[config.mk]
export PLATFORM = sky130hd
export DESIGN_NAME = systolic_feeder
export DESIGN_NICKNAME = d
export VERILOG_FILES = /design/src/rtl/systolic_pkg.sv /design/src/rtl/systolic_skew_buf.sv /design/src/rtl/systolic_feeder.sv
export SDC_FILE = /design/constraint.sdc
export NUM_CORES = 1
export LEC_CHECK = 0
export BUFFER_PORTS_ARGS = -buffer_cell sky130_fd_sc_hd__buf_2
export CORE_ASPECT_RATIO = 0.75
export CORE_UTILIZATION = 40
export DETAILED_ROUTE_END_ITERATION = 8
export PLACE_DENSITY = 0.61
export SLEW_MARGIN = 20
export SYNTH_ARGS = -nofsm -noshare
export SYNTH_HDL_FRONTEND = slang
export SYNTH_SLANG_ARGS = --single-unit
[constraint.sdc]
create_clock -name clk -period 10.99 [get_ports clk]
set_input_delay 2.7475 -clock clk [delete_from_list [all_inputs] [get_ports clk]]
set_output_delay 2.7475 -clock clk [all_outputs]
set_load 0.01 [all_outputs]
[src/rtl/systolic_pkg.sv]
// Shared types and helpers for the systolic operand feeder.
// Optional feature macro: SYSTOLIC_FEEDER_CLEAR_EN (adds the accumulator CLEAR phase).
package systolic_pkg;

    localparam int OPERAND_BITS = 8;
    localparam int ACC_BITS     = 16;

    typedef logic signed [OPERAND_BITS-1:0] operand_t;
    typedef logic signed [ACC_BITS-1:0]     acc_t;

`ifdef SYSTOLIC_FEEDER_CLEAR_EN
    typedef enum logic [2:0] {
        ST_IDLE,
        ST_LOAD,
        ST_CLEAR,
        ST_STREAM,
        ST_DONE
    } feeder_state_t;
`else
    typedef enum logic [2:0] {
        ST_IDLE,
        ST_LOAD,
        ST_STREAM,
        ST_DONE
    } feeder_state_t;
`endif

    // Number of cycles the skewed wavefront needs to cross a dim x dim array.
    function automatic int stream_len(input int dim);
        return 3 * dim - 2;
    endfunction

endpackage

[src/rtl/systolic_skew_buf.sv]
// DIM x DIM operand buffer: row-wide write port, diagonal (skewed) read port.
// Lane i of the read port returns mem[t-i][i], or zero when t-i is outside the tile.
module systolic_skew_buf
    import systolic_pkg::*;
#(
    parameter int DIM = 8,
    parameter int W   = 8,
    parameter int RW  = $clog2(DIM),
    parameter int TW  = $clog2(3 * DIM - 2)
) (
    input  logic                  clk,
    input  logic                  wr_en,
    input  logic [RW-1:0]         wr_row,
    input  logic [DIM-1:0][W-1:0] wr_data,
    input  logic [TW-1:0]         t,
    output logic [DIM-1:0][W-1:0] rd_data
);

    logic [DIM-1:0][W-1:0] mem [DIM];

    // Capture one beat as a whole row; contents need no reset since a job always fills every row.
    always_ff @(posedge clk) begin
        if (wr_en) begin
            mem[wr_row] <= wr_data;
        end
    end

    for (genvar i = 0; i < DIM; i++) begin : g_lane
        logic [TW-1:0] diff;
        logic [W-1:0]  lane;

        // Diagonal read: lane i lags lane 0 by i cycles, padded with true zeros.
        always_comb begin
            diff = t - TW'(i);
            lane = '0;
            if ((t >= TW'(i)) && (diff < TW'(DIM))) begin
                lane = mem[diff[RW-1:0]][i];
            end
        end

        assign rd_data[i] = lane;
    end

endmodule

[src/rtl/systolic_feeder.sv]
// Operand sequencer for the systolic MAC array: loads an A and B tile over a
// valid/ready stream, optionally clears the C accumulators, then streams the
// skewed lanes with en asserted for exactly the compute window.
// Optional feature macro: SYSTOLIC_FEEDER_CLEAR_EN (CLEAR phase before STREAM).
module systolic_feeder
    import systolic_pkg::*;
#(
    parameter int BITS_AB = 8,
    parameter int BITS_C  = 16,
    parameter int DIM     = 8
) (
    input  logic                        clk,
    input  logic                        rst,
    input  logic                        start,
    input  logic                        in_valid,
    output logic                        in_ready,
    input  logic [DIM-1:0][BITS_AB-1:0] in_a,
    input  logic [DIM-1:0][BITS_AB-1:0] in_b,
    output logic                        busy,
    output logic                        done,
    output logic [DIM-1:0][BITS_AB-1:0] A,
    output logic [DIM-1:0][BITS_AB-1:0] B,
    output logic                        en,
    output logic                        WrEn,
    output logic [$clog2(DIM)-1:0]      Crow,
    output logic [DIM-1:0][BITS_C-1:0]  Cin
);

    localparam int RW   = $clog2(DIM);
    localparam int KW   = $clog2(DIM + 1);
    localparam int SLEN = stream_len(DIM);
    localparam int TW   = $clog2(SLEN);

    feeder_state_t state;
    logic [KW-1:0] k;
    logic [TW-1:0] t;
    logic          load_fire;
    logic [DIM-1:0][BITS_AB-1:0] diag_a;
    logic [DIM-1:0][BITS_AB-1:0] diag_b;

`ifdef SYSTOLIC_FEEDER_CLEAR_EN
    logic [RW-1:0] r;
    logic          wr_en_q;
`endif

    assign load_fire = (state == ST_LOAD) && in_valid;

    // Control FSM; every control output is a flop updated together with the state.
    always_ff @(posedge clk or posedge rst) begin
        if (rst) begin
            state    <= ST_IDLE;
            k        <= '0;
            t        <= '0;
            in_ready <= 1'b0;
            busy     <= 1'b0;
            done     <= 1'b0;
            en       <= 1'b0;
`ifdef SYSTOLIC_FEEDER_CLEAR_EN
            r        <= '0;
            wr_en_q  <= 1'b0;
`endif
        end else begin
            case (state)
                ST_IDLE: begin
                    if (start) begin
                        state    <= ST_LOAD;
                        k        <= '0;
                        in_ready <= 1'b1;
                        busy     <= 1'b1;
                    end
                end
                ST_LOAD: begin
                    if (in_valid) begin
                        if (k == KW'(DIM - 1)) begin
                            k        <= '0;
                            in_ready <= 1'b0;
`ifdef SYSTOLIC_FEEDER_CLEAR_EN
                            state    <= ST_CLEAR;
                            r        <= '0;
                            wr_en_q  <= 1'b1;
`else
                            state    <= ST_STREAM;
                            t        <= '0;
                            en       <= 1'b1;
`endif
                        end else begin
                            k <= k + 1'b1;
                        end
                    end
                end
`ifdef SYSTOLIC_FEEDER_CLEAR_EN
                ST_CLEAR: begin
                    if (r == RW'(DIM - 1)) begin
                        state   <= ST_STREAM;
                        r       <= '0;
                        wr_en_q <= 1'b0;
                        t       <= '0;
                        en      <= 1'b1;
                    end else begin
                        r <= r + 1'b1;
                    end
                end
`endif
                ST_STREAM: begin
                    if (t == TW'(SLEN - 1)) begin
                        state <= ST_DONE;
                        t     <= '0;
                        en    <= 1'b0;
                        done  <= 1'b1;
                    end else begin
                        t <= t + 1'b1;
                    end
                end
                ST_DONE: begin
                    state <= ST_IDLE;
                    done  <= 1'b0;
                    busy  <= 1'b0;
                end
                default: begin
                    state <= ST_IDLE;
                end
            endcase
        end
    end

    systolic_skew_buf #(.DIM(DIM), .W(BITS_AB), .RW(RW), .TW(TW)) u_buf_a (
        .clk     (clk),
        .wr_en   (load_fire),
        .wr_row  (k[RW-1:0]),
        .wr_data (in_a),
        .t       (t),
        .rd_data (diag_a)
    );

    systolic_skew_buf #(.DIM(DIM), .W(BITS_AB), .RW(RW), .TW(TW)) u_buf_b (
        .clk     (clk),
        .wr_en   (load_fire),
        .wr_row  (k[RW-1:0]),
        .wr_data (in_b),
        .t       (t),
        .rd_data (diag_b)
    );

    // Lanes are only live inside the compute window (en mirrors the STREAM state).
    assign A   = en ? diag_a : '0;
    assign B   = en ? diag_b : '0;
    assign Cin = '0;

`ifdef SYSTOLIC_FEEDER_CLEAR_EN
    assign WrEn = wr_en_q;
    assign Crow = r;
`else
    assign WrEn = 1'b0;
    assign Crow = '0;
`endif

endmodule

==> results of run 1 <==
[placed cells by master, fill, tap and decap left out, drive strengths merged, types with 2 or more instances in the layout]
master,n
a32o,2
a21oi,85
clkbuf,118
and3,3
buf,310
edfxtp,1024
a21boi,4
ha,18
diode,6
nand2,175
mux2i,53
nand2b,5
conb,132
nand3b,3
xor2,2
dfrtp,15
nor2b,2
inv,18
xnor2,8
nor3b,16
and2,2
mux4,256
nor3,2
nand4,2
clkinvlp,3
o21ai,11
nor2,44
a22o,3
bufinv,6
o22ai,2
nand3,8
clkinv,53
[power by group through the flow]
stage	combinational, mW	clock, mW	sequential (mW)
detailed placement	2.26	0	4.70
global placement	2.23	0	4.69
floorplan	1.77	0	4.66
finish	2.22	3.35	4.61
global route	2.42	3.59	4.62
CTS	2.27	3.44	4.61
[cell type report]
class | instances | area, sq um | area share
timing repair buffer | 310 | 1705 | 0.03632
inverter | 12 | 45.04 | 0.0009594
antenna | 6 | 15.01 | 0.0003198
sequential | 1039 | 31130 | 0.6631
clock inverter | 68 | 605.6 | 0.01290
tap | 1339 | 1675 | 0.03568
clock buffer | 118 | 2613 | 0.05564
multi-input combinational | 853 | 9159 | 0.1951
[sequential cells by signal (all words and copies together) (netlist names)]
name         flops
u_buf_a.mem    512
u_buf_b.mem    512
state            2
in_ready         1
done             1
k                4
busy             1
en               1
t                5
[synthesized netlist by cell type, types with 2 or more instances]
library cell / number / area (sq um)
edfxtp_1: 1024 / 30750
mux4_2: 256 / 5766
nand2_1: 175 / 656.9
buf_4: 151 / 1134
a21oi_1: 85 / 425.4
mux2i_1: 52 / 520.5
nor2_1: 44 / 165.2
buf_2: 39 / 195.2
clkbuf_1: 19 / 71.32
ha_1: 18 / 225.2
dfrtp_1: 15 / 375.4
inv_1: 11 / 41.29
buf_6: 10 / 112.6
nor3b_2: 10 / 125.1
o21ai_0: 9 / 45.04
nand3_1: 8 / 40.04
xnor2_1: 8 / 70.07
buf_1: 7 / 26.28
nor3b_1: 6 / 45.04
nand2b_1: 5 / 31.28
a21boi_0: 4 / 30.03
a22o_1: 3 / 26.28
and3_1: 3 / 18.77
nand3b_1: 3 / 22.52
a32o_1: 2 / 20.02
and2_1: 2 / 12.51
nor2b_1: 2 / 12.51
nor3_1: 2 / 10.01
o22ai_1: 2 / 12.51
[routing by layer]
layer	vias up	track usage
met4	24	0.04111
met1	10590	0.2520
met5	-	0
met3	154	0.04603
li1	8471	-
met2	640	0.2873
[per-stage QoR]
| step | hold WS [ns] | cells | power (mW) | utilization | area, sq um |
|---|---|---|---|---|---|
| 3_5_place_dp | 0.5480 | 3552 | 6.958 | 0.4295 | 43690 |
| 2_1_floorplan | 0.5039 | 2130 | 6.430 | - | 41730 |
| 5_1_grt | 0.5903 | 3739 | 10.63 | 0.4614 | 46940 |
| 4_1_cts | 0.5632 | 3738 | 10.32 | 0.4611 | 46910 |
| 6_report | 0.5594 | 3745 | 10.18 | 0.4615 | 46950 |
| 3_3_place_gp | 0.5301 | 3552 | 6.920 | 0.4294 | 43680 |
[worst max-delay path, cell delays in order, from the launching register on]
cell and delay, ns:
dfrtp_2 0.36, buf_4 0.64, ha_1 0.43, inv_1 0.11, o311ai_4 0.23, nand4_2 0.85, a21oi_1 0.72, buf_2 0.23
[worst max-delay path by stage]
stage	end	startpoint	slack, ns	depth (start not counted)
CTS	A[44]	t[0]$_DFFE_PP0P_	3.39	7
global route	B[30]	t[0]$_DFFE_PP0P_	3.60	6
global placement	A[44]	t[0]$_DFFE_PP0P_	4.16	7
finish	A[33]	t[2]$_DFFE_PP0P_	3.95	7
detailed placement	A[44]	t[0]$_DFFE_PP0P_	4.18	7
floorplan	u_buf_a.mem[2][0]$_DFFE_PP_	in_valid	2.12	2
[cells by family after synthesis]
logic type	Yosys count	share of synthesized area
DFF	1039	0.7549
muxes	310	0.1533
buffers and inverters	238	0.03842
other	1	0.00009095
xor gates and xnor gates	10	0.002307
and+or+nand+nor	265	0.02868
AOI/OAI and AO/OA	118	0.01684
adders and majority gates	18	0.005463
==> summary.txt, run 1 <==
Outcome
  • Status: complete, no violations

Worst setup path
  • R2r endpoint: u_buf_b.mem[4][6]$_DFFE_PP_
  • CP Max Fanout: between 40 and 50
  • Crit path kind: reg -> out
  • FF-to-FF setup slack: between 7 and 8 ns
  • Worst r2r src: state[1]$_DFFE_PP0P_
  • Critical Path RT: a little over 8 ns
  • CP Launch Type: flip-flop
  • Reg2Reg Depth: 6
  • Critical path endpoint category: output pin
  • Arrival time worst endpoint: 4.30 ns

Power and ir drop
  • Leak Pwr: approximately 15 nW
  • Comb pwr share: 0.218
  • Psw: around 2.8 mW
  • Cell Int Power: 7.407 mW
  • Peak VDD IR: 0.1594 mV
  • Clock Power Share: 0.329
  • Switching Share: 0.2726
  • Reg power frac: 0.453
  • Pwr/cell area: 216.9 nW/um^2

Floorplan
  • Row cnt: between 100 and 150
  • Die W: approximately 370 microns
  • Die H: approximately 280 microns
  • Core Area: between 100000 and 150000 sq um
  • Die ar.: between 100000 and 150000 sq um
  • Initial Util: 0.4053
  • IO Pins: 396

Logic synthesis
  • EDFF count, synth: approximately 1000
  • Cell variety after synth: 53
  • Ys flop type: edfxtp_1
  • Seq/Total Area, Yosys: 0.7549
  • Post-synthesis async set-or-reset flop share: 0.01444
  • Synthesized area per cell: about 21 sq um
  • Mapped Cells: 1999
  • Yosys warns: 0
  • Seq cells post-synth: 1039
  • Netlist Area Pre-Place: just over 40000 sq um

STA
  • Final worst-path cycle share: 0.6410
  • FMAX: ~140 MHz
  • Setup TNS: 0 ns
  • RSZ-0062 raised after global routing: no
  • Tmin final: just over 7 ns
  • Worst rel slew slack: 0.2922
  • Pins Over Slew Limit: 0
  • Fin worst setup slack: about 3.9 ns
  • Final Hold Vio Count: 0
  • Least-Margin Pin Slew: 1.062 ns
  • Final Setup Violations: 0
  • Skew final: about 0.027 ns

Min path
  • Hold path endpoint: done$_DFFE_PP0P_
  • Hold path startpoint: done$_DFFE_PP0P_
  • Hold-critical path depth: 2
  • Worst Hold Class: reg -> reg

Drt
  • Pre-Repair DR Iteration Count: 5
  • Total Wirelength: approximately 95000 microns
  • ANT nets after route: 0
  • DR DRC count: 0
  • Vias: just under 20000
  • Via density: 5.309
  • Met3 WL: around 6600 microns
  • Routed length on met2: 45590 microns
  • DR WL/cell: around 25 microns
  • Top Metal Used: met5
  • Initial DRC count: about 1500
  • Met1 Wirelength: just over 40000 microns

Clocking
  • CTS tree: built
  • Root Driver: clkbuf_16
  • Cts hold-fix bufs: 0
  • Max H-tree Level: 3
  • CTS sink cnt: slightly above 1000
  • Skew-Pair Late Insertion Delay: 0.72 ns
  • Resized cells post-CTS: 0
  • Total CTS buffers: just over 100
  • Total setup buffers inserted after CTS: 0
  • CTS max path bufs: 3
  • Clock transition at the registers of the reported paths: roughly 0.06 ns

Global route
  • Vias in the first global route: 20410
  • Total track usage: 0.1809
  • First-pass GRT wire length: around 140000 microns
  • Largest net degree at the start of global routing: 110
  • Antenna violations before repair: 21
  • GRT overflow: 0

Place
  • Post-DP HPWL: 51560 microns
  • Port bufs: around 260
  • GPL Wtd Cong: around 0.7
  • Dpl ws: 4.185 ns

Cells and area
  • # fillers: 8482
  • Post-layout nets: 2468
  • Area grow syn2layout: 13.88%
  • Share of layout cells above drive strength 1: 0.3108

Run
  • Max-cap violations: 0
No activity file was read; power rests on OpenSTA's default activity.
==> run 2, diff against run 1 <==
- PLACE_DENSITY: 0.61 -> 0.59
- clock period: 10.99 -> 7.3 ns (I/O delays scaled with it)
==> summary.txt, run 2 (synthesis results as in run 1) <==
Worst setup path
  • Critical Path RT: about 5.5 ns
  • CP Max Fanout: 43
  • Crit path kind: reg -> out
  • Critical path endpoint category: output pin
  • FF-to-FF setup slack: between 3 and 4 ns
  • Arrival time worst endpoint: approximately 4.1 ns
  • Reg2Reg Depth: 5
  • CP Launch Type: flip-flop

Floorplan
  • IO Pins: 396
  • Die W: 372.7 microns
  • Initial Util: 0.4053
  • Die ar.: roughly 100000 sq um
  • Die H: 280.0 microns
  • Core Area: 101700 sq um
  • Row cnt: 101

STA
  • Final hold slack: approximately 0.56 ns
  • Worst rel slew slack: 0.2311
  • RSZ-0062 raised after global routing: no
  • Least-Margin Pin Slew: roughly 1.2 ns
  • Final worst-path cycle share: 0.8167
  • Tmin final: 5.962 ns
  • Pins Over Slew Limit: 0
  • Final Setup Violations: 0
  • Final Hold Vio Count: 0
  • Skew final: roughly 0.03 ns
  • FMAX: ~170 MHz

Cells and area
  • Area grow syn2layout: 14.65%
  • Storage cell area: just over 30000 sq um
  • Finished Layout Cells: around 3700
  • Share of layout cells above drive strength 1: 0.3157
  • # fillers: around 8500
  • Most frequent cells in the layout: edfxtp_1, buf_2, mux4_2, nand2_1, conb_1
  • Area of the multi-input gates: 9144 sq um
  • Design area: 47270 sq um
  • Largest registers: u_buf_a.mem (512), u_buf_b.mem (512), t (5)
  • Commonest non-fill, non-tap cell in the layout: edfxtp_1
  • Post-layout nets: between 2000 and 2500
  • Fin util: 0.4647

Clocking
  • Clock transition at the registers of the reported paths: about 0.060 ns
  • Resized cells post-CTS: 0
  • Total setup buffers inserted after CTS: 0
  • CTS max path bufs: 3
  • Max H-tree Level: 3
  • CTS tree: built
  • CTS sink cnt: a little over 1000
  • Total CTS buffers: about 110
  • Skew-Pair Late Insertion Delay: ~0.7 ns
  • Root Driver: clkbuf_16
  • Cts hold-fix bufs: 0

Global route
  • Largest net degree at the start of global routing: 109
  • Vias in the first global route: slightly above 20000
  • Antenna violations before repair: 20
  • Total track usage: 0.1805
  • GRT overflow: 0
  • First-pass GRT wire length: between 100000 and 150000 microns

Min path
  • Hold-critical path depth: 2
  • Worst Hold Class: reg -> reg

Drt
  • Vias: 19640
  • ANT nets after route: 0
  • Pre-Repair DR Iteration Count: 5
  • Via density: between 5 and 6
  • DR DRC count: 0
  • DR WL/cell: roughly 25 microns
  • Total Wirelength: about 94000 microns
  • Initial DRC count: 1565

Power and ir drop
  • Comb pwr share: 0.214
  • Cell Int Power: ~12 mW
  • Leak Pwr: between 15 and 20 nW
  • Psw: roughly 4.2 mW
  • Pwr/cell area: around 330 nW/um^2
  • Clock Power Share: 0.345
  • Peak VDD IR: 0.2522 mV
  • Reg power frac: 0.441
  • Switching Share: 0.2685

Place
  • GPL Wtd Cong: 0.7360
  • Placed cell area: around 44000 sq um
  • Inst Count DP: approximately 3500
  • Port bufs: about 260
  • Post-DP HPWL: 49720 microns

Outcome
  • Status: complete, no violations

Run
  • Max-cap violations: 0
-- run 2: worst max-delay path, cell delays in order, from the launching register on --
cell	delay, ns
dfrtp_4	1.00
buf_4	0.66
buf_4	0.72
mux4_2	0.59
mux2i_1	0.21
nor2_1	0.07
buf_2	0.15
-- run 2: path summary, 6_finish.rpt --
path	end	start
worst min-delay path	in_ready$_DFFE_PP0P_	in_ready$_DFFE_PP0P_
worst max register to register	u_buf_a.mem[2][43]$_DFFE_PP_	state[1]$_DFFE_PP0P_
worst min register to register	in_ready$_DFFE_PP0P_	in_ready$_DFFE_PP0P_
max in group asynchronous	t[1]$_DFFE_PP0P_	rst
min in group asynchronous	done$_DFFE_PP0P_	rst
worst max-delay path	B[19]	t[0]$_DFFE_PP0P_
-- run 2: routing by layer --
metal | track usage | share of wire
met3 | 0.04321 | 0.055
met1 | 0.2523 | 0.44
met4 | 0.03952 | 0.018
met5 | 0 | 0.0018
met2 | 0.2884 | 0.48
-- run 2: stage by stage --
stage	TNS [ns]	worst slack (ns)	total power [mW]
global placement	0	1.872	10.48
CTS	0	1.093	15.99
finish	0	1.338	15.76
detailed placement	0	1.865	10.54
global route	0	0.8968	16.44
floorplan	-534.42	-0.6478	9.681
-- run 2: power groups by stage --
stage               logic [mW]  registers (mW)  clock network, mW
finish                    3.37            6.95               5.43
global route              3.67            6.98               5.78
CTS                       3.46            6.96               5.57
detailed placement        3.45            7.09                  0
global placement          3.41            7.07                  0
floorplan                 2.66            7.02                  0
-- run 2: cell type report --
cell class,instances,area share
timing repair buffer,306,0.03748
antenna,3,0.0001588
clock inverter,77,0.01665
multi-input combinational,853,0.1934
inverter,12,0.0009529
tap,1339,0.03544
clock buffer,120,0.05723
sequential,1039,0.6586
==> run 3, diff against run 2 <==
- PLACE_DENSITY: 0.59 -> 0.61
- clock period: 7.3 -> 5 ns (I/O delays scaled with it)
==> summary.txt, run 3 (synthesis results as in run 1) <==
Cells and area
  • Area grow syn2layout: 14.79%
  • Most frequent cells in the layout: edfxtp_1, buf_2, mux4_2, nand2_1, conb_1
  • Design area: ~47000 sq um
  • Area of the multi-input gates: slightly above 9000 sq um
  • Storage cell area: between 30000 and 40000 sq um
  • Post-layout nets: approximately 2500
  • Commonest non-fill, non-tap cell in the layout: edfxtp_1
  • Share of layout cells above drive strength 1: 0.3200
  • # fillers: between 8000 and 9000
  • Largest registers: u_buf_a.mem (512), u_buf_b.mem (512), t (5)

Worst setup path
  • Crit path kind: reg -> out
  • CP Launch Point: t[1]$_DFFE_PP0P_
  • CP most frequent cell: buf_4
  • Buf/Inv on CP: 3
  • Worst r2r src: state[1]$_DFFE_PP0P_
  • CP Max Fanout: 41
  • Critical Path RT: approximately 3.8 ns
  • CP top delay family: buffers and inverters
  • CP cell instances: buf_4 > a21boi_0 > xnor2_1 > nand3_1 > buf_4 > nor2_1 > buf_2
  • Max stage delay on crit path: just under 0.8 ns
  • CP Launch Type: flip-flop
  • Critical path endpoint category: output pin
  • Critical path's slowest cell: dfrtp_4
  • Arrival time worst endpoint: between 3 and 4 ns

Power and ir drop
  • Clock Power Share: 0.334
  • Pwr/cell area: around 500 nW/um^2
  • Comb pwr share: 0.227
  • Peak VDD IR: roughly 0.35 mV
  • Reg power frac: 0.439
  • Switching Share: 0.2706
  • Cell Int Power: 16.78 mW
  • Leak Pwr: about 16 nW
  • Total power: 23.01 mW
  • Psw: 6.227 mW

STA
  • FMAX: 210.9 MHz
  • Skew final: around 0.017 ns
  • Final worst-path cycle share: 0.9481
  • Final Hold Vio Count: 0
  • RSZ-0062 raised after global routing: no
  • Setup TNS: 0 ns
  • Pins Over Slew Limit: 0
  • Tmin final: approximately 4.7 ns
  • Worst rel slew slack: 0.3146
  • Final Setup Violations: 0
  • Fin worst setup slack: 0.2595 ns
  • Least-Margin Pin Slew: 1.028 ns

Drt
  • DR WL/cell: about 25 microns
  • DR DRC count: 0
  • ANT nets after route: 0
  • Via density: 5.259
  • Pre-Repair DR Iteration Count: 5
  • Initial DRC count: approximately 1300
  • Vias: a little under 20000
  • Total Wirelength: ~95000 microns

Clocking
  • CTS tree: built
  • Max H-tree Level: 3
  • CTS sink cnt: 1039
  • Total CTS buffers: slightly above 100
  • Clock transition at the registers of the reported paths: 0.06 ns
  • Root Driver: clkbuf_16
  • CTS max path bufs: 3
  • Skew-Pair Late Insertion Delay: ~0.70 ns

Floorplan
  • Die H: 280.0 microns
  • Core Area: roughly 100000 sq um
  • Initial Util: 0.4053
  • IO Pins: a little under 400
  • Die W: 372.7 microns
  • Row cnt: 101
  • Die ar.: between 100000 and 150000 sq um

Min path
  • Hold path startpoint: k[3]$_DFFE_PP0P_
  • Worst Hold Class: reg -> reg

Global route
  • Antenna violations before repair: 21
  • Largest net degree at the start of global routing: ~130
  • Total track usage: 0.1832
  • First-pass GRT wire length: between 100000 and 150000 microns
  • Vias in the first global route: 20590
  • GRT overflow: 0

Outcome
  • Status: complete, no violations

Place
  • Port bufs: 263
  • Post-DP HPWL: between 50000 and 60000 microns
  • Placed cell area: 43840 sq um
  • GPL Wtd Cong: 0.7185
  • Dpl ws: between 0.6 and 0.7 ns

Run
  • Max-cap violations: 0
==> run 3: power by group through the flow <==
stage / sequential, mW / clock [mW] / combinational (mW)
global route: 10.1 / 8.21 / 5.66
detailed placement: 10.3 / 0 / 5.12
finish: 10.1 / 7.68 / 5.23
floorplan: 10.2 / 0 / 3.89
global placement: 10.3 / 0 / 5.05
CTS: 10.1 / 7.90 / 5.27
==> run 3: cell type report <==
| type | count | share of cell area |
|---|---|---|
| flip-flops and latches | 1039 | 0.6579 |
| diodes | 1 | 0.00005288 |
| repair buffers | 322 | 0.04175 |
| clock inverters | 74 | 0.01481 |
| clock buffers | 116 | 0.05594 |
| inverters | 12 | 0.0009518 |
| multi-input cells | 853 | 0.1932 |
| well taps | 1339 | 0.03540 |
==> run 3: metrics by stage <==
step	util	hold WS [ns]	std cells
floorplan	-	0.5039	2130
global placement	0.4309	0.5222	3554
detailed placement	0.4309	0.5449	3554
CTS	0.4646	0.5598	3749
global route	0.4652	0.5892	3756
finish	0.4652	0.5647	3756
==> run 3: final timing paths <==
| kind | endpoint | slack (ns) | depth (start not counted) |
|---|---|---|---|
| max | A[21] | 0.26 | 7 |
| min reg2reg | k[3]$_DFFE_PP0P_ | 0.56 | 1 |
| max in group asynchronous | t[1]$_DFFE_PP0P_ | 3.87 | 2 |
| min in group asynchronous | busy$_DFFE_PP0P_ | 0.64 | 2 |
| min | k[3]$_DFFE_PP0P_ | 0.56 | 1 |
| max reg2reg | u_buf_a.mem[1][27]$_DFFE_PP_ | 1.97 | 5 |
==> run 3: timing repair <==
item,CTS,global route
pin swaps,1,0
hold buffers,0,0
resized for setup,0,2
setup endpoints to repair,40,16
buffers inserted,5,6
==> run 3: per-layer routing <==
layer	vias up	wire, microns	GRT usage
li1	8475	-	-
met4	32	1671	0.04482
met5	-	201	0
met3	144	6179	0.05094
met2	552	45510	0.2904
met1	10550	41010	0.2517
